==> config.mk <==
export PLATFORM = sky130hd
export DESIGN_NAME = booth_mul_seq_flat
export DESIGN_NICKNAME = d
export VERILOG_FILES = /design/src/rtl/booth_mul_seq_if.sv /design/src/rtl/booth_mul_seq.sv /design/src/flat_wrapper.sv
export SDC_FILE = /design/constraint.sdc
export NUM_CORES = 1
export LEC_CHECK = 0
export BUFFER_PORTS_ARGS = -buffer_cell sky130_fd_sc_hd__buf_2
export CAP_MARGIN = 20
export CORE_UTILIZATION = 55
export CTS_BUF_LIST = sky130_fd_sc_hd__clkbuf_4
export CTS_CLUSTER_DIAMETER = 200
export DETAILED_ROUTE_END_ITERATION = 7
export HOLD_SLACK_MARGIN = 0.05
export PLACE_DENSITY = 0.78
export SLEW_MARGIN = 25
export SYNTH_ARGS = -nofsm -noshare
export SYNTH_HDL_FRONTEND = slang
export SYNTH_SLANG_ARGS = --single-unit
==> constraint.sdc <==
create_clock -name clock -period 12 [get_ports clock]
set_input_delay 0.6 -clock clock [delete_from_list [all_inputs] [get_ports clock]]
set_output_delay 0.6 -clock clock [all_outputs]
set_load 0.03 [all_outputs]
==> src/rtl/booth_mul_seq_if.sv <==
// Handshake and operand/result bundle for the Booth multiply sequencer.
// master drives requests and operands; slave returns status and HI/LO.
interface booth_mul_seq_if #(
    parameter int WIDTH = 32
);
    logic             start;
    logic             cancel;
    logic [WIDTH-1:0] op_a;
    logic [WIDTH-1:0] op_b;
    logic             busy;
    logic             done;
    logic [WIDTH-1:0] hi;
    logic [WIDTH-1:0] lo;

    modport master (
        output start, cancel, op_a, op_b,
        input  busy, done, hi, lo
    );

    modport slave (
        input  start, cancel, op_a, op_b,
        output busy, done, hi, lo
    );
endinterface

==> src/rtl/booth_mul_seq.sv <==
// Iterative signed radix-4 Booth multiplier, one digit per clock, result in HI/LO.
// Define BOOTH_EARLY_TERM_EN to stop after the last significant multiplier digit.
module booth_mul_seq #(
    parameter int WIDTH  = 32,
    parameter int DIGITS = WIDTH / 2
) (
    input logic            clock,
    input logic            clear,
    booth_mul_seq_if.slave bus
);
    localparam int AW = WIDTH + 2;
    localparam int CW = $clog2(DIGITS);

    typedef enum logic [1:0] {IDLE, RUN, DONE} state_e;

    state_e            state_q, state_d;
    logic [AW-1:0]     acc_q, acc_d;
    logic [WIDTH-1:0]  q_q, q_d;
    logic [WIDTH-1:0]  m_q, m_d;
    logic              qm1_q, qm1_d;
    logic [CW-1:0]     count_q, count_d;
    logic [WIDTH-1:0]  hi_q, hi_d;
    logic [WIDTH-1:0]  lo_q, lo_d;

    logic [AW-1:0]     m_ext, digit, sum, acc_n;
    logic [WIDTH-1:0]  q_n;
    logic [2*WIDTH-1:0] prod;
    logic [CW-1:0]     last;

`ifdef BOOTH_EARLY_TERM_EN
    logic [CW-1:0]          last_q, last_d;
    logic signed [2*WIDTH+1:0] shifted;
    logic [CW:0]            sh;

    // Index of the final digit that still carries multiplier information.
    function automatic logic [CW-1:0] calc_last(input logic [WIDTH-1:0] a);
        logic [CW-1:0]           r;
        logic signed [WIDTH-1:0] s;
        r = CW'(DIGITS - 1);
        for (int k = DIGITS; k >= 1; k--) begin
            s = $signed(a) >>> (2 * k - 1);
            if (s == '0 || s == '1) r = CW'(k - 1);
        end
        return r;
    endfunction

    assign last    = last_q;
    assign sh      = {CW'(DIGITS - 1) - last_q, 1'b0};
    assign shifted = $signed({acc_n, q_n}) >>> sh;
    assign prod    = shifted[2*WIDTH-1:0];
`else
    assign last = CW'(DIGITS - 1);
    assign prod = {acc_n[WIDTH-1:0], q_n};
`endif

    assign m_ext = {{2{m_q[WIDTH-1]}}, m_q};

    always_comb begin
        unique case ({q_q[1:0], qm1_q})
            3'b001, 3'b010: digit = m_ext;
            3'b011:         digit = m_ext << 1;
            3'b100:         digit = -(m_ext << 1);
            3'b101, 3'b110: digit = -m_ext;
            default:        digit = '0;
        endcase
    end

    assign sum   = acc_q + digit;
    assign acc_n = {{2{sum[AW-1]}}, sum[AW-1:2]};
    assign q_n   = {sum[1:0], q_q[WIDTH-1:2]};

    always_comb begin
        state_d = state_q;
        acc_d   = acc_q;
        q_d     = q_q;
        m_d     = m_q;
        qm1_d   = qm1_q;
        count_d = count_q;
        hi_d    = hi_q;
        lo_d    = lo_q;
`ifdef BOOTH_EARLY_TERM_EN
        last_d  = last_q;
`endif
        unique case (state_q)
            IDLE: begin
                if (bus.start) begin
                    m_d     = bus.op_b;
                    acc_d   = '0;
                    q_d     = bus.op_a;
                    qm1_d   = 1'b0;
                    count_d = '0;
`ifdef BOOTH_EARLY_TERM_EN
                    last_d  = calc_last(bus.op_a);
`endif
                    state_d = RUN;
                end
            end
            RUN: begin
                if (bus.cancel) begin
                    state_d = IDLE;
                end else begin
                    acc_d   = acc_n;
                    q_d     = q_n;
                    qm1_d   = q_q[1];
                    count_d = count_q + 1'b1;
                    if (count_q == last) begin
                        hi_d    = prod[2*WIDTH-1:WIDTH];
                        lo_d    = prod[WIDTH-1:0];
                        state_d = DONE;
                    end
                end
            end
            DONE:    state_d = IDLE;
            default: state_d = IDLE;
        endcase
    end

    always_ff @(posedge clock) begin
        if (clear) begin
            state_q <= IDLE;
            acc_q   <= '0;
            q_q     <= '0;
            m_q     <= '0;
            qm1_q   <= 1'b0;
            count_q <= '0;
            hi_q    <= '0;
            lo_q    <= '0;
`ifdef BOOTH_EARLY_TERM_EN
            last_q  <= '0;
`endif
        end else begin
            state_q <= state_d;
            acc_q   <= acc_d;
            q_q     <= q_d;
            m_q     <= m_d;
            qm1_q   <= qm1_d;
            count_q <= count_d;
            hi_q    <= hi_d;
            lo_q    <= lo_d;
`ifdef BOOTH_EARLY_TERM_EN
            last_q  <= last_d;
`endif
        end
    end

    assign bus.busy = (state_q == RUN);
    assign bus.done = (state_q == DONE);
    assign bus.hi   = hi_q;
    assign bus.lo   = lo_q;
endmodule

==> src/flat_wrapper.sv <==
// flat-port wrapper written by rule: the top's interface ports become plain ports
module booth_mul_seq_flat 
#(
    parameter int WIDTH  = 32,
    parameter int DIGITS = WIDTH / 2
)
  (clock, clear, bus_start, bus_cancel, bus_op_a, bus_op_b, bus_busy, bus_done, bus_hi, bus_lo);
  booth_mul_seq_if #(.WIDTH(WIDTH)) bus_i ();
  input logic clock;
  input logic clear;
  input wire logic [$bits(bus_i.start)-1:0] bus_start;
  input wire logic [$bits(bus_i.cancel)-1:0] bus_cancel;
  input wire logic [$bits(bus_i.op_a)-1:0] bus_op_a;
  input wire logic [$bits(bus_i.op_b)-1:0] bus_op_b;
  output wire logic [$bits(bus_i.busy)-1:0] bus_busy;
  output wire logic [$bits(bus_i.done)-1:0] bus_done;
  output wire logic [$bits(bus_i.hi)-1:0] bus_hi;
  output wire logic [$bits(bus_i.lo)-1:0] bus_lo;
  assign bus_i.start = bus_start;
  assign bus_i.cancel = bus_cancel;
  assign bus_i.op_a = bus_op_a;
  assign bus_i.op_b = bus_op_b;
  assign bus_busy = bus_i.busy;
  assign bus_done = bus_i.done;
  assign bus_hi = bus_i.hi;
  assign bus_lo = bus_i.lo;
  booth_mul_seq #(.WIDTH(WIDTH), .DIGITS(DIGITS)) u_core (.clock(clock), .clear(clear), .bus(bus_i));
endmodule
# Yosys cells after proc, flatten, opt, wreduce, memory -nomap -nowiden
# Index checks and enable logic that the tools add are counted.
[op_classes] bitwise_logic=1 n_reduce_logical=8 multipliers=0 add_sub_neg=4 magnitude_cmp=0 n_div=0 n_mux=17 eq_ne=12 n_shift=0
[op_table] cell="34-bit case mux with 4 select lines" n=1
[op_table] cell="34-bit two-way mux" n=2
[op_table] cell="34-bit negation" n=2
[op_table] cell="34-bit case mux with 2 select lines" n=1
[op_table] cell="32-bit two-way mux" n=2
[op_table] cell="32-bit case mux with 2 select lines" n=1
[op_table] cell="34-bit adder" n=1
[op_table] cell="3-bit == test, second input constant" n=3
[op_table] cell="4-bit two-way mux" n=2
[op_table] cell="4-bit case mux with 2 select lines" n=1
[op_table] cell="3-bit by 2-bit == test with 1-bit output, second input constant" n=2
[op_table] cell="2-bit two-way mux" n=3
[op_table] cell="3-bit AND reduction" n=2
[op_table] cell="4-bit by 1-bit adder with 4-bit output, second input constant" n=1
[op_table] cell="4-bit == test, second input constant" n=1
[op_table] cell="2-bit inequality test, second input constant" n=2
[op_table] cell="2-bit case mux with 2 select lines" n=1
[op_table] cell="2-bit AND reduction" n=2
[op_table] cell="2-bit OR reduction" n=2
[op_table] cell="3-bit by 1-bit == test with 1-bit output, second input constant" n=1
[op_table] cell="3-bit by 2-bit inequality test with 1-bit output, second input constant" n=1
[op_table] cell="2-bit by 1-bit == test with 1-bit output, second input constant" n=1
[op_table] cell="2-bit == test, second input constant" n=1
[op_table] cell="2-bit logical NOT" n=1
[op_table] cell="4 further kinds" n=5
[totals] in_bits=68 reg_bits=169 latch_bits=0 romBits=0 mem_bits_rw=0 memories=0

# Depth between registers and ports, before layout
[logic_depth] depth_word=6 ltp_mapped=22 ltp_nobuf=21

# Worst setup path after synthesis
# No wires, ideal clock.
[synth_path] path_kind="flip-flop to flip-flop" startpoint="reg u_core.m_q[0]" endpoint="reg u_core.hi_q[29], in the netlist u_core.bus.hi[29]" arrival_time_ps=4464 n_path_buf=0 setup_slack_ps=7473 required_ps=11938 setup_time_ps=62 stages_incl_launch_ff=18 cell_sequence="dfxtp_1 -> or3_2 -> or3_2 -> or3_1 -> nand2_1 -> xnor2_1 -> a22oi_1 -> nor2_1 -> a221o_1 -> ha_1 -> nand2_1 -> or3_1 -> o211a_1 -> o31ai_2 -> a41oi_1 -> o21a_1 -> or4_1 -> nand3_1"
[synth_via] elab_chain_cells=3 word_cells_on_any_way=4 classes_between="add/sub (3); mux (1)"
[synth_rtl] item="start, declared" line_no="booth_mul_seq.sv:19" rtl="logic [WIDTH-1:0] m_q, m_d;"
[synth_rtl] item="start signal, assigned" line_no="booth_mul_seq.sv:135" rtl="m_q <= m_d;"
[synth_rtl] item="34-bit negation, on equally long branches" line_no="booth_mul_seq.sv:63, booth_mul_seq.sv:62"
[synth_rtl] item="34-bit case mux with 4 select lines *" line_no="booth_mul_seq.sv:59" rtl="unique case ({q_q[1:0], qm1_q})"
[synth_rtl] item="34-bit adder *" line_no="booth_mul_seq.sv:68" rtl="assign sum = acc_q + digit;"
[synth_rtl] item="end signal, assigned" line_no="booth_mul_seq.sv:138" rtl="hi_q <= hi_d;"
[synth_rtl] item="end, declared" line_no="booth_mul_seq.sv:22" rtl="logic [WIDTH-1:0] hi_q, hi_d;"
# Every way passes the cells marked *; elsewhere a longest branch is shown, timed or not.
# A chain may end at the register's enable or synchronous reset.

# Worst setup path in the final report
[layout_path] startpoint="reg u_core.m_q[0]" endpoint="reg u_core.hi_q[30], in the netlist u_core.bus.hi[30]"
# The elaborated chain is that of the path after synthesis.

==> Flow_metrics.wiki <==
{| class="wikitable"
! Metric !! Value
|-
| Setup repair after global routing missed its margin || no
|-
| CTS clk-pin slew, worst paths || 0.15 ns
|-
| Data arrival, critical path || 5.77 ns
|-
| Number of warnings reported in the yosys synthesis log || 0
|-
| DRT Pass-1 Iters || 6
|-
| Max-slew violation count || 0
|-
| DP Wirelength || 17.7 mm
|-
| Vias per Instance || 5.92
|-
| Crit-path max FO || 5
|-
| Final setup TNS || 0 ns
|-
| Remaining global-route overflow || 0
|-
| Footprint of the flip-flops and latches || 0.00334 mm²
|-
| Type of the tightest min-delay check || in -> reg
|-
| Number of hold violations in the final report || 0
|-
| Synthesized flop and latch total || 167
|-
| CP Data Required Time || 12.53 ns
|-
| Metal1 wirelength || 12.0 mm
|-
| Clk_lat worst skew || 0.57 ns
|-
| TritonCTS clock tree || done
|-
| Number of global-route vias before repair || 8086
|-
| CTS H-tree lvls || 4
|-
| Slew at the pin closest to its max-slew limit || 1.03 ns
|-
| Number of max-capacitance violations reported || 0
|-
| Wire length on met3 || 1.91 mm
|-
| DRT Wirelength || 25.3 mm
|-
| Total standard cell area after synthesis || 0.00957 mm²
|-
| Final layout net count || 1437
|-
| Syn Inst Count || 1260
|-
| Setup fix buffers added after clock tree synthesis || 0
|-
| Maximum number of pins on one net before global-route repair || 103
|-
| Synth top area cells || sky130_fd_sc_hd__dfxtp_1 35%, sky130_fd_sc_hd__nand2_1 11%, sky130_fd_sc_hd__a21oi_1 8.6%
|-
| Post-synthesis net count || 1364
|-
| Post-detailed-route count of antenna-violating nets || 0
|-
| Footprint of the multi-input gates || 0.00578 mm²
|-
| Library cells used by synthesis || 68
|-
| Ys async rst share || 0
|-
| I/O pin count || 134
|-
| Floorplan Core Area || 0.0168 mm²
|-
| Crit path from || u_core.m_q[0]
|-
| Main flop type after synthesis || sky130_fd_sc_hd__dfxtp_1
|-
| Highest clock rate || 191 MHz
|-
| Kind of end point of the critical path || flop
|-
| Kind of start point of the critical path || flop
|-
| Portion of synthesized cell area occupied by the leading cell type || 0.349
|-
| Met2 wire length || 11.0 mm
|-
| Worst clock skew on the final layout || 0.0176 ns
|-
| Type of the worst setup path || reg -> reg
|-
| Worst hold slack across all endpoints || 0.241 ns
|-
| Cell taking the most area after synthesis || sky130_fd_sc_hd__dfxtp_1
|-
| Result of the run || completed
|-
| Height of the die || 134 µm
|-
| Total CTS buffers || 17
|-
| Startpoint of the lowest-slack register-to-register path || u_core.m_q[0]
|-
| Final setup vio count || 0
|-
| Pleak || 4.22 nW
|-
| Flop-to-flop setup slack || 6.76 ns
|-
| Post-CTS resize count || 0
|-
| Post-route DRC violation count || 0
|-
| Top routing layer used || met4
|-
| Number of filler cells placed in the layout || 1572
|-
| Timing endpoint of the critical path || u_core.bus.hi[30]
|-
| Max-Slew Margin vs Limit || 0.314
|-
| Master cell of the clock root buffer || sky130_fd_sc_hd__clkbuf_4
|-
| Global-route wire length before repair || 41.0 mm
|-
| Utilization after layout || 0.628
|-
| WL per Instance || 16.2 µm
|-
| Average cell area after synthesis || 7.60 µm²
|-
| Total power || 1.14 mW
|-
| Endpoint of the worst-slack reg-to-reg timing path || u_core.bus.hi[30]
|-
| Final min period || 5.24 ns
|-
| Antenna violations before repair || 1
|-
| Power Dens Cells || 108 mW/mm²
|-
| Std cell rows || 47
|-
| Fin crit share || 0.436
|-
| Cts hold-fix bufs || 0
|-
| Overall die area || 0.0179 mm²
|-
| Post-synthesis to final-layout area growth || 9.92%
|-
| Aggregate global-route resource usage || 0.283
|-
| Starting utilization of the core area || 0.571
|-
| Clock sink count || 167
|-
| Floorplan die width || 134 µm
|-
| Buffers added on ports || 133
|-
| Vias after detailed routing || 9281
|-
| Gpl congestion || 0.940
|-
| Sequential fraction of the synthesis area || 0.349
|-
| Proportion of layout cells with a drive suffix above 1 || 0.154
|-
| Worst-case reg-to-reg path depth || 18
|-
| Number of enable-type register cells in the synthesized netlist || 0
|-
| Max Root-Sink Buffers || 2
|-
| Peak supply drop || 0.0569 mV
|-
| Number of DRC markers after the initial detailed-route iteration || 1103
|}
==> cells in the final DEF, fill, tap and decap left out, types with 15 or more instances in the layout <==
master                     netlist  layout
sky130_fd_sc_hd__clkbuf_4        2      18
sky130_fd_sc_hd__o21ai_0        47      47
sky130_fd_sc_hd__xor2_1         25      25
sky130_fd_sc_hd__xnor2_1        48      48
sky130_fd_sc_hd__buf_4           3      15
sky130_fd_sc_hd__nor2_1         84      82
sky130_fd_sc_hd__nand2_1       287     286
sky130_fd_sc_hd__a22oi_1        51      51
sky130_fd_sc_hd__ha_1           35      35
sky130_fd_sc_hd__buf_2           6     132
sky130_fd_sc_hd__nand3_1        15      15
sky130_fd_sc_hd__dfxtp_1       167     167
sky130_fd_sc_hd__a21oi_1       165     165
sky130_fd_sc_hd__nor3_1         22      21
sky130_fd_sc_hd__a221oi_1       17      17
==> cell type report <==
cell class / instances / share of cell area
antenna: 1 / 0.000238
sequential: 167 / 0.318
tap: 220 / 0.0262
clock buffer: 18 / 0.0128
timing repair buffer: 148 / 0.0761
inverter: 13 / 0.00464
clock inverter: 14 / 0.0133
multi-input combinational: 986 / 0.549
==> kinds of logic (layout without fill, tap and decap cells) <==
family / after synthesis / after routing / synth area share
AND/OR/NAND/NOR: 488 / 488 / 0.227
AO/OA/AOI/OAI: 383 / 383 / 0.253
flip-flops: 167 / 167 / 0.349
buffers and inverters: 107 / 193 / 0.0494
XOR/XNOR: 74 / 74 / 0.0685
adder cells (fa/ha/maj): 36 / 36 / 0.0478
multiplexers: 5 / 5 / 0.00523
other: 0 / 1 / 0
==> metal layers <==
| layer | track usage | vias to the layer above |
|---|---|---|
| li1 | - | 4595 |
| met4 | 0.0777 | 0 |
| met5 | 0 | - |
| met1 | 0.420 | 4274 |
| met2 | 0.424 | 378 |
| met3 | 0.0385 | 34 |
==> worst min path at each step <==
stage,depth (start not counted),startpoint,slack [ns],end
floorplan,2,u_core.acc_q[28],0.42,u_core.acc_q[28]
global placement,2,u_core.bus.hi[16],0.44,u_core.bus.hi[16]
detailed placement,2,u_core.bus.lo[8],0.44,u_core.bus.lo[8]
CTS,3,bus_op_b[30],0.21,u_core.m_q[30]
global route,3,bus_op_b[25],0.21,u_core.m_q[25]
finish,3,bus_op_b[31],0.24,u_core.m_q[31]
==> power breakdown <==
group | total, mW | internal (mW) | switching [mW]
Clock | 0.333 | 0.111 | 0.223
Combinational | 0.210 | 0.0788 | 0.132
Sequential | 0.593 | 0.571 | 0.0217
Total | 1.14 | 0.761 | 0.376
==> flip-flops by register name (all words and copies together), names as in the netlist <==
| name | cells |
|---|---|
| u_core.acc_q | 32 |
| u_core.bus.hi | 32 |
| u_core.bus.lo | 32 |
| u_core.m_q | 32 |
| u_core.q_q | 32 |
| u_core.count_q | 4 |
| u_core.state_q | 2 |
| u_core.qm1_q | 1 |
==> critical path, stage by stage, from the launching register on <==
cell,delay [ns]
sky130_fd_sc_hd__dfxtp_1,0.37
sky130_fd_sc_hd__or3_2,0.56
sky130_fd_sc_hd__nor2_1,0.24
sky130_fd_sc_hd__nand2_1,0.16
sky130_fd_sc_hd__or4_1,0.48
sky130_fd_sc_hd__nand2_1,0.12
sky130_fd_sc_hd__xnor2_1,0.09
sky130_fd_sc_hd__a22oi_1,0.19
sky130_fd_sc_hd__nor2_1,0.05
sky130_fd_sc_hd__a221o_1,0.30
sky130_fd_sc_hd__ha_1,0.35
sky130_fd_sc_hd__nand3_1,0.13
sky130_fd_sc_hd__or3_1,0.41
sky130_fd_sc_hd__o21ai_1,0.35
sky130_fd_sc_hd__a31oi_1,0.26
sky130_fd_sc_hd__o31ai_1,0.42
sky130_fd_sc_hd__a31oi_1,0.20
sky130_fd_sc_hd__or4_1,0.42
sky130_fd_sc_hd__nand3_1,0.07
==> cells in the mapped netlist (4+ instances only) <==
cell                       instances
sky130_fd_sc_hd__clkbuf_1         72
sky130_fd_sc_hd__nor2b_1           7
sky130_fd_sc_hd__or3_1            10
sky130_fd_sc_hd__nor3_1           22
sky130_fd_sc_hd__o21ai_1           4
sky130_fd_sc_hd__buf_6             6
sky130_fd_sc_hd__nand2_1         287
sky130_fd_sc_hd__nor3b_1           4
sky130_fd_sc_hd__a31oi_1          11
sky130_fd_sc_hd__xnor2_1          48
sky130_fd_sc_hd__nand4b_1          4
sky130_fd_sc_hd__nand3_1          15
sky130_fd_sc_hd__a21oi_1         165
sky130_fd_sc_hd__mux2i_1           5
sky130_fd_sc_hd__o21ai_0          47
sky130_fd_sc_hd__and2_1            4
sky130_fd_sc_hd__or4_1             6
sky130_fd_sc_hd__xor2_1           25
sky130_fd_sc_hd__buf_2             6
sky130_fd_sc_hd__inv_1            12
sky130_fd_sc_hd__a21o_1           14
sky130_fd_sc_hd__a221oi_1         17
sky130_fd_sc_hd__ha_1             35
sky130_fd_sc_hd__a22oi_1          51
sky130_fd_sc_hd__o31ai_1           4
sky130_fd_sc_hd__o21bai_1          6
sky130_fd_sc_hd__o21a_1            6
sky130_fd_sc_hd__a211oi_1          8
sky130_fd_sc_hd__dfxtp_1         167
sky130_fd_sc_hd__a22o_1           14
sky130_fd_sc_hd__nor2_1           84
sky130_fd_sc_hd__buf_1             5
sky130_fd_sc_hd__a311oi_1          8
sky130_fd_sc_hd__nand2b_1         10
sky130_fd_sc_hd__a221o_1           9
sky130_fd_sc_hd__nor4_1            8
==> through the flow <==
stage	cell area, µm²	cells	worst slack [ns]
finish	10500	1567	6.76
global route	10500	1567	6.54
CTS	10500	1565	6.86
detailed placement	10200	1533	6.92
global placement	10200	1533	7.04
floorplan	9570	1260	7.47
Note: power is estimated with default switching activity, not from simulation.
